File: src/rtl/rf_ctrl_pkg.sv
// Shared types and constants for the register-file write-port arbiter.
// Grant sources, arbitration states and the hard-wired zero register index.
package rf_ctrl_pkg;

  typedef enum logic {
    NORMAL = 1'b0,
    DRAIN  = 1'b1
  } arb_state_t;

  typedef enum logic [1:0] {
    GNT_NONE = 2'd0,
    GNT_WB   = 2'd1,
    GNT_MC   = 2'd2
  } grant_t;

  localparam int unsigned REG_ZERO = 0;

endpackage

File: src/rtl/rf_wb_fifo.sv
// Small synchronous FIFO holding {rd, data} multi-cycle results.
// The head entry is visible combinationally so a pop can be written in the same cycle.
module rf_wb_fifo #(
  parameter int AW    = 5,
  parameter int DW    = 32,
  parameter int DEPTH = 2,
  parameter int CW    = $clog2(DEPTH + 1)
) (
  input  logic          clk,
  input  logic          rst_n,
  input  logic          i_push,
  input  logic [AW-1:0] i_push_rd,
  input  logic [DW-1:0] i_push_data,
  input  logic          i_pop,
  output logic [AW-1:0] o_head_rd,
  output logic [DW-1:0] o_head_data,
  output logic          o_full,
  output logic          o_empty,
  output logic [CW-1:0] o_count
);

  localparam int PW = (DEPTH > 1) ? $clog2(DEPTH) : 1;

  logic [AW+DW-1:0] r_mem [DEPTH];
  logic [PW-1:0]    r_wr_ptr;
  logic [PW-1:0]    r_rd_ptr;
  logic [CW-1:0]    r_count;
  logic             w_push_ok;
  logic             w_pop_ok;

  assign o_full    = (r_count == CW'(DEPTH));
  assign o_empty   = (r_count == '0);
  assign o_count   = r_count;
  assign w_push_ok = i_push & ~o_full;
  assign w_pop_ok  = i_pop & ~o_empty;

  assign {o_head_rd, o_head_data} = r_mem[r_rd_ptr];

  // Storage carries no reset; only pointers and count define validity.
  always_ff @(posedge clk) begin
    if (w_push_ok) begin
      r_mem[r_wr_ptr] <= {i_push_rd, i_push_data};
    end
  end

  always_ff @(posedge clk or negedge rst_n) begin
    if (!rst_n) begin
      r_wr_ptr <= '0;
      r_rd_ptr <= '0;
      r_count  <= '0;
    end else begin
      if (w_push_ok) begin
        r_wr_ptr <= r_wr_ptr + PW'(1);
      end
      if (w_pop_ok) begin
        r_rd_ptr <= r_rd_ptr + PW'(1);
      end
      if (w_push_ok && !w_pop_ok) begin
        r_count <= r_count + CW'(1);
      end else if (!w_push_ok && w_pop_ok) begin
        r_count <= r_count - CW'(1);
      end
    end
  end

endmodule

File: src/rtl/rf_wb_arbiter.sv
// Arbitrates the register file write port between pipeline writeback and buffered
// multi-cycle results, with a bounded-wait drain and a pending-write scoreboard.
module rf_wb_arbiter
  import rf_ctrl_pkg::*;
#(
  parameter int REG_FILE_ADDR_WIDTH = 5,
  parameter int DATA_WIDTH          = 32,
  parameter int FIFO_DEPTH          = 2,
  parameter int MAX_WAIT            = 4
) (
  input  logic                           clk,
  input  logic                           rst_n,
  input  logic                           wb_valid,
  input  logic [REG_FILE_ADDR_WIDTH-1:0] wb_rd,
  input  logic [DATA_WIDTH-1:0]          wb_data,
  input  logic                           mc_issue,
  input  logic [REG_FILE_ADDR_WIDTH-1:0] mc_issue_rd,
  input  logic                           mc_valid,
  input  logic [REG_FILE_ADDR_WIDTH-1:0] mc_rd,
  input  logic [DATA_WIDTH-1:0]          mc_data,
  output logic                           mc_ready,
  input  logic [REG_FILE_ADDR_WIDTH-1:0] rs1,
  input  logic [REG_FILE_ADDR_WIDTH-1:0] rs2,
  input  logic [REG_FILE_ADDR_WIDTH-1:0] dec_rd,
  output logic                           hazard_stall,
  output logic                           pipe_stall,
  output logic                           WE3,
  output logic [REG_FILE_ADDR_WIDTH-1:0] AD3,
  output logic [DATA_WIDTH-1:0]          WD3
);

  localparam int AW    = REG_FILE_ADDR_WIDTH;
  localparam int DW    = DATA_WIDTH;
  localparam int NREGS = 2 ** AW;
  localparam int CW    = $clog2(FIFO_DEPTH + 1);
  localparam int WCW   = $clog2(MAX_WAIT + 1);
  localparam logic [AW-1:0] W_ZERO_RD = AW'(REG_ZERO);

  arb_state_t     r_state;
  logic [WCW-1:0] r_wait_cnt;
  logic [NREGS-1:0] r_busy;

  grant_t          w_grant;
  logic            w_push;
  logic            w_pop;
  logic            w_wb_lost;
  logic [AW-1:0]   w_head_rd;
  logic [DW-1:0]   w_head_data;
  logic            w_full;
  logic            w_empty;
  logic [CW-1:0]   w_count;
  logic [NREGS-1:0] w_set;
  logic [NREGS-1:0] w_clr;

  assign mc_ready = (w_count != CW'(FIFO_DEPTH));
  assign w_push   = mc_valid & ~w_full;

  rf_wb_fifo #(
    .AW    (AW),
    .DW    (DW),
    .DEPTH (FIFO_DEPTH),
    .CW    (CW)
  ) u_fifo (
    .clk         (clk),
    .rst_n       (rst_n),
    .i_push      (w_push),
    .i_push_rd   (mc_rd),
    .i_push_data (mc_data),
    .i_pop       (w_pop),
    .o_head_rd   (w_head_rd),
    .o_head_data (w_head_data),
    .o_full      (w_full),
    .o_empty     (w_empty),
    .o_count     (w_count)
  );

  // Grant is masked during reset so a live wb_valid cannot write while rst_n is low.
  always_comb begin
    w_grant = GNT_NONE;
    if (!rst_n) begin
      w_grant = GNT_NONE;
    end else if (r_state == DRAIN) begin
      w_grant = w_empty ? GNT_NONE : GNT_MC;
    end else if (wb_valid) begin
      w_grant = GNT_WB;
    end else if (!w_empty) begin
      w_grant = GNT_MC;
    end
  end

  assign w_pop      = (w_grant == GNT_MC);
  assign w_wb_lost  = (r_state == NORMAL) && (w_grant == GNT_WB) && !w_empty;
  assign pipe_stall = (r_state == DRAIN);

  always_comb begin
    WE3 = 1'b0;
    AD3 = '0;
    WD3 = '0;
    if (w_grant == GNT_WB) begin
      AD3 = wb_rd;
      WD3 = wb_data;
      WE3 = (wb_rd != W_ZERO_RD);
    end else if (w_grant == GNT_MC) begin
      AD3 = w_head_rd;
      WD3 = w_head_data;
      WE3 = (w_head_rd != W_ZERO_RD);
    end
  end

  always_ff @(posedge clk or negedge rst_n) begin
    if (!rst_n) begin
      r_state    <= NORMAL;
      r_wait_cnt <= '0;
    end else if (r_state == DRAIN) begin
      if (w_pop) begin
        r_state    <= NORMAL;
        r_wait_cnt <= '0;
      end
    end else begin
      if (w_pop) begin
        r_wait_cnt <= '0;
      end else if (w_wb_lost) begin
        if (r_wait_cnt == WCW'(MAX_WAIT - 1)) begin
          r_state    <= DRAIN;
          r_wait_cnt <= '0;
        end else begin
          r_wait_cnt <= r_wait_cnt + WCW'(1);
        end
      end
    end
  end

  // Per-register set/clear; x0 can never be set, so it never reads busy.
  genvar gi;
  generate
    for (gi = 0; gi < NREGS; gi++) begin : g_sb
      if (gi == 0) begin : g_zero
        assign w_set[gi] = 1'b0;
      end else begin : g_reg
        assign w_set[gi] = mc_issue && (mc_issue_rd == AW'(gi));
      end
      assign w_clr[gi] = w_pop && (w_head_rd == AW'(gi));
    end
  endgenerate

  always_ff @(posedge clk or negedge rst_n) begin
    if (!rst_n) begin
      r_busy <= '0;
    end else begin
      r_busy <= (r_busy & ~w_clr) | w_set;
    end
  end

  assign hazard_stall = ((rs1    != W_ZERO_RD) && r_busy[rs1])
                      | ((rs2    != W_ZERO_RD) && r_busy[rs2])
                      | ((dec_rd != W_ZERO_RD) && r_busy[dec_rd]);

endmodule
File: config.mk
export PLATFORM = sky130hd
export DESIGN_NAME = rf_wb_arbiter
export DESIGN_NICKNAME = d
export VERILOG_FILES = /design/src/rtl/rf_ctrl_pkg.sv /design/src/rtl/rf_wb_fifo.sv /design/src/rtl/rf_wb_arbiter.sv
export SDC_FILE = /design/constraint.sdc
export NUM_CORES = 1
export LEC_CHECK = 0
export CAP_MARGIN = 20
export CELL_PAD_IN_SITES_DETAIL_PLACEMENT = 0
export CELL_PAD_IN_SITES_GLOBAL_PLACEMENT = 2
export CORE_MARGIN = 5
export CORE_UTILIZATION = 25
export DETAILED_ROUTE_END_ITERATION = 6
export DONT_BUFFER_PORTS = 1
export PLACE_DENSITY_LB_ADDON = 0.08
export SLEW_MARGIN = 25
export SYNTH_ARGS = -nofsm -noshare
export SYNTH_HDL_FRONTEND = slang
export SYNTH_HIERARCHICAL = 1
export SYNTH_SLANG_ARGS = --single-unit
File: constraint.sdc
create_clock -name clk -period 3.77 [get_ports clk]
set_input_delay 0.377 -clock clk [delete_from_list [all_inputs] [get_ports clk]]
set_output_delay 0.377 -clock clk [all_outputs]
set_load 0.02 [all_outputs]
# --- Yosys cells after proc, flatten, opt, wreduce, memory -nomap -nowiden ---
# Memory sizes are Yosys's and may differ from the RTL's.
# Cells that the tools add are included.
word_totals:
  register_bits: 40
  mem_bits_rw: 74
  in_bits: 99
  memories: 1
classes:
  n_addsub: 5
  n_lt_le_gt_ge: 3
  n_eq_ne: 68
  muxes: 30
  bitwise_logic: 11
  n_reduce_logical: 83
memory_table:
  columns: ["memory", "depth", "word_bits", "read_ports", "rd_clocked_by_memory_dff", "wr", "line", "source"]
  rows:
  - ["u_fifo.r_mem", 2, 37, 1, 0, 1, "rf_wb_fifo.sv:24", "logic [AW+DW-1:0] r_mem [DEPTH];"]
ops:
  columns: ["op", "count"]
  rows:
  - ["$eq 5x5->1 const B", 32]
  - ["$eq 5x4->1 const B", 16]
  - ["$logic_and 1x1->1", 70]
  - ["$mux 32", 2]
  - ["$eq 5x3->1 const B", 8]
  - ["$and 32x32->32", 1]
  - ["$not 32->32", 1]
  - ["$or 32x32->32", 1]
  - ["$reduce_bool 5->1", 5]
  - ["$eq 5x2->1 const B", 4]
  - ["$lt 5x6->1 const B", 3]
  - ["$bmux 1 s5", 3]
  - ["$mux 3", 5]
  - ["$mux 1", 12]
  - ["$mux 2", 6]
  - ["$eq 5x1->1 const B", 2]
  - ["$mux 5", 2]
  - ["$logic_not 5->1", 1]
  - ["$eq 2x2->1 const B", 2]
  - ["$reduce_bool 2->1", 2]
  - ["$add 3x1->3 const B", 1]
  - ["$and 1x1->1", 3]
  - ["$eq 3x2->1 const B", 1]
  - ["$logic_not 1->1", 3]
  - ["10 further kinds", 14]

# --- Longest topological paths before layout ---
logic_depth:
  word_depth: 11
  ltp_mapped: 10
  mapped_depth_nobuf: 9

# --- Modules after synthesis ---
# The synthesis kept the hierarchy.
modules_own_cells:
  columns: ["module", "instances", "cells_per_inst", "area_each_um2", "seq_area_each_um2"]
  rows:
  - ["rf_wb_fifo", 1, 134, 2949.1, 2322.2]
  - ["rf_wb_arbiter", 1, 274, 2708.8, 875.8]

# --- Least setup slack after synthesis ---
# OpenSTA, ideal clock, no wires.
synth_timing:
  path_kind: "register to register"
  startpoint: "reg u_fifo.r_count[0] (netlist: u_fifo/o_count[0])"
  endpoint: "mem u_fifo/r_mem[0][0] in the netlist's numbering, enable pin"
  arrival_time_ns: 2.378
  required_ns: 3.339
  setup_slack_ns: 0.961
  path_stages_with_launch: 6
  path_buffers: 0
  synth_period_minus_slack_ns: 2.809
  cell_sequence: "dfrtp_1 nand2b_1 inv_1 nor2b_1 nand2_1 nor2_1"
synth_between:
  elab_chain_len: 6
synth_lines:
  columns: ["item", "line", "source"]
  rows:
  - ["start, declared", "rf_wb_fifo.sv:27", "logic [CW-1:0] r_count;"]
  - ["start signal, assigned", "rf_wb_fifo.sv:59", "r_count <= r_count + CW'(1);"]
  - ["start signal, assigned", "rf_wb_fifo.sv:61", "r_count <= r_count - CW'(1);"]
  - ["$eq 2x2->1", "rf_wb_fifo.sv:31", "assign o_full = (r_count == CW'(DEPTH));"]
  - ["net w_full", "rf_wb_arbiter.sv:49", "logic w_full;"]
  - ["$not 1->1", "rf_wb_arbiter.sv:56", "assign w_push = mc_valid & ~w_full;"]
  - ["$and 1x1->1", "rf_wb_arbiter.sv:56", null]
  - ["net w_push", "rf_wb_arbiter.sv:44", "logic w_push;"]
  - ["$and 1x1->1", "rf_wb_fifo.sv:34", "assign w_push_ok = i_push & ~o_full;"]
  - ["$mux 1", "rf_wb_fifo.sv:41", "if (w_push_ok) begin"]
  - ["$mux 1 (implied by the code)", "rf_wb_fifo.sv:42", "r_mem[r_wr_ptr] <= {i_push_rd, i_push_data};"]
  - ["end, declared", "rf_wb_fifo.sv:24", null]
# The timed path passes the listed nets, and every way through them passes these cells.

# --- Worst setup path in the final report ---
layout_timing:
  startpoint: "reg u_fifo.r_rd_ptr"
  endpoint: "out WE3"
layout_between:
  elab_chain_len: 4
layout_lines:
  columns: ["item", "line", "source"]
  rows:
  - ["start, declared", "rf_wb_fifo.sv:26", "logic [PW-1:0] r_rd_ptr;"]
  - ["start signal, assigned", "rf_wb_fifo.sv:56", "r_rd_ptr <= r_rd_ptr + PW'(1);"]
  - ["$mem_v2 2x37", null, null]
  - ["net w_head_rd[1]", "rf_wb_arbiter.sv:47", "logic [AW-1:0] w_head_rd;"]
  - ["$reduce_bool 5->1", "rf_wb_arbiter.sv:106", "WE3 = (w_head_rd != W_ZERO_RD);"]
  - ["$mux 1", "rf_wb_arbiter.sv:103", "end else if (w_grant == GNT_MC) begin"]
  - ["$mux 1", "rf_wb_arbiter.sv:99", "if (w_grant == GNT_WB) begin"]
  - ["end, declared", "rf_wb_arbiter.sv:27", "output logic WE3,"]
# The timed path passes the listed nets, and every way through them passes these cells.

==> results by group <==
Synthesis
  – Share of the synthesized area in the top cell type: 39.3%
  – EDFF count, synth: 74
  – Synth Register Bits: 113
  – Synth warn: 6
  – Register area share after synthesis: 56.5%
  – Yosys cell types: 42
  – Syn Inst Count: 408
  – Main flop type after synthesis: edfxtp_1
  – Top cell type by total area after synthesis: edfxtp_1
  – Count leader, synth: edfxtp_1
  – Synth async-reset ratio: 34.5%
  – Syn avg cell area: 13.9 um^2
  – Synthesized area: 5660 um^2
  – Most frequent cells after synthesis: edfxtp_1 (74), o21ai_0 (67), dfrtp_1 (39), a22o_1 (37)
  – Synth top area cells: edfxtp_1 (39%), dfrtp_1 (17%), o21ai_0 (5.9%)
  – Synth Net Count: 509

Critical path
  – Critical path peak fanout: 23
  – Worst path cell trace: mux2_4 -> or2_2 -> o41ai_1 -> nand2_1
  – Crit path from: u_fifo/r_rd_ptr$_DFFE_PN0P_
  – Critical path data required time: 3.39 ns
  – Slowest stage cell, crit path: dfrtp_2
  – Crit path largest cell delay: 0.79 ns
  – Crit path buffers/inverters: 0
  – CP startpoint kind: register
  – Crit-path leading delay family: flip-flops
  – Worst reg2reg path startpoint: u_fifo/o_count[0]$_DFFE_PN0P_
  – CP Class: register to output port
  – Critical Path End Type: output port
  – WP data arrival: 2.71 ns

Global routing
  – Global-route wire length before repair: 24.5 mm
  – Largest net degree at the start of global routing: 40
  – Vias in the first global route: 3818
  – Total track usage: 12.8%
  – Congestion Overflow GR: 0
  – Initial antenna violation count: 0

Die
  – Die Span Y: 160 um
  – Rows: 55
  – I/O pin cnt: 140
  – Die X: 160 um
  – CORE AREA: 22400 um^2
  – Initial Util: 25.2%
  – Full die area: 25700 um^2

Timing
  – Setup WS post-layout: 0.681 ns
  – Fmax: 0.324 GHz
  – Fin crit period: 3.09 ns
  – Final setup viols: 0
  – Tcrit/Tclk final: 81.9%
  – Unrepaired setup endpoints after global routing: false
  – Setup tns final: 0 ns
  – Clock Skew: 0.0152 ns
  – Worst slew pin tran: 0.962 ns
  – Final hold viol count: 0
  – Rel. slew slack: 35.9%
  – Slew Viols, Final: 0

Routing
  – DR iter-0 viols: 262
  – Via density: 5.02
  – DR WL/cell: 23.0 um
  – DRC violations left: 0
  – DR vias: 3556
  – Detailed Routing Iterations Pass 1: 4
  – DRT Wirelength: 16.3 mm
  – DRT antenna net count: 0

Clock network
  – CTS clk-pin slew, worst paths: 0.06 ns
  – CTS Buf Count: 17
  – Clk_lat worst skew: 0.41 ns
  – CTS max path bufs: 2
  – Clock Root Buffer: clkbuf_16
  – Sink Count: 113
  – PostCTS Resize Cnt: 0
  – CTS H-Tree Depth: 4
  – CTS tree: yes

Status
  – Status: finished clean

Cells and area
  – Share of layout cells above drive strength 1: 22.4%
  – P&R area growth vs syn: 15.3%
  – Nets: 512
  – Fin area: 6520 um^2
  – N_diodes: 0

Placement
  – Setup slack at placement: 1.08 ns
  – GP Congestion: 0.746
  – DPL Wire Length: 11.8 mm
  – Placed Area: 5920 um^2
  – Port bufs: 0

Power and ir drop
  – Leak: 0.00233 uW
  – Worst VDD drop: 0.000336 V
  – PwrDens: 790 nW/um^2

Job
  – Maximum capacitance violations: 0

Hold path
  – Min-Delay Startpoint: mc_data[19]
  – Hold WC Path Type: input port to register
==> cell type report <==
cell class,count,area (um^2)
Inverter,4,15.0
Sequential cell,113,3200
Multi-Input combinational cell,269,2320
Clock inverter,15,148
Fill cell,2268,15900
Timing Repair Buffer,6,60.1
Clock buffer,17,425
Tap cell,285,357
==> cell families after synthesis <==
group	share of synthesized area [%]
AO/OA/AOI/OAI	13.5
buffers and inverters	2.76
adder cells (fa/ha/maj)	0.442
AND/OR/NAND/NOR	7.23
XOR/XNOR	0.774
flip-flops	56.5
multiplexers	18.8
==> worst register-to-register path, cell delays in order, from the launching register on <==
cell      delay [ns]
dfrtp_1         0.44
nor2_1          0.09
nand2b_1        0.30
nor2_4          0.62
o21ai_1         0.24
ha_1            0.26
xor2_1          0.14
nor2_1          0.11
xor2_1          0.14
==> cells in the final DEF (no fill, tap or decap), types with 3 or more instances in the layout <==
cell	n
edfxtp_1	74
o21ai_0	67
dfrtp_1	38
a22o_1	37
mux2_2	20
mux2_4	20
clkbuf_16	17
nand2_1	16
nor2b_1	15
mux4_2	13
nand3_1	11
nor2_1	9
nand2b_1	7
mux4_1	7
inv_6	7
nand4_1	6
mux2i_1	6
inv_1	4
buf_4	4
nor3_1	3
a21oi_1	3
xnor2_1	3
==> where the power goes <==
| group | total (uW) | switching (uW) | leakage [uW] | internal (uW) |
|---|---|---|---|---|
| Sequential | 2090 | 335 | 0.00115 | 1750 |
| Clock | 1550 | 627 | 0.000281 | 927 |
| Combinational | 1510 | 802 | 0.000902 | 707 |
| Total | 5150 | 1760 | 0.00233 | 3390 |
==> stage by stage <==
step / hold WS (ns) / cells / utilization [%] / total power [uW]
2_1_floorplan: 0.0814 / 408 / - / 3220
3_3_place_gp: 0.0849 / 675 / 26.4 / 3630
3_5_place_dp: 0.0846 / 675 / 26.4 / 3640
4_1_cts: 0.0326 / 709 / 29.1 / 5240
5_1_grt: 0.0181 / 709 / 29.1 / 5470
6_report: 0.0589 / 709 / 29.1 / 5150
==> what timing repair did <==
action,CTS,global route
hold endpoints to repair,39,0
hold buffers,2,0
endpoints found under the setup margin,0,0
buffers inserted,0,0
==> per-layer routing <==
layer  GRT usage, %  part of all wire, %
met4           4.18                  1.2
met3           5.41                  7.4
met2           20.5                   49
met1           15.5                   43
met5              0                    0
==> flip-flops by register name (all words and copies together) (netlist names) <==
register	cells
u_fifo/r_mem	74
r_busy	31
r_wait_cnt	3
u_fifo/o_count	2
pipe_stall	1
u_fifo/r_rd_ptr	1
u_fifo/r_wr_ptr	1
==> worst paths after layout <==
check | end | depth (start not counted) | slack [ns]
hold / removal | u_fifo/r_mem[0][19]$_DFFE_PP_ | 0 | 0.06
max in group asynchronous | u_fifo/r_rd_ptr$_DFFE_PN0P_ | 2 | 3.07
hold reg to reg | r_wait_cnt[1]$_DFFE_PN0P_ | 2 | 0.51
setup reg to reg | u_fifo/o_count[1]$_DFFE_PN0P_ | 8 | 1.36
setup / recovery | WE3 | 4 | 0.68
min in group asynchronous | r_busy[18]$_DFF_PN0_ | 2 | 0.47
No activity file was read; power rests on OpenSTA's default activity.
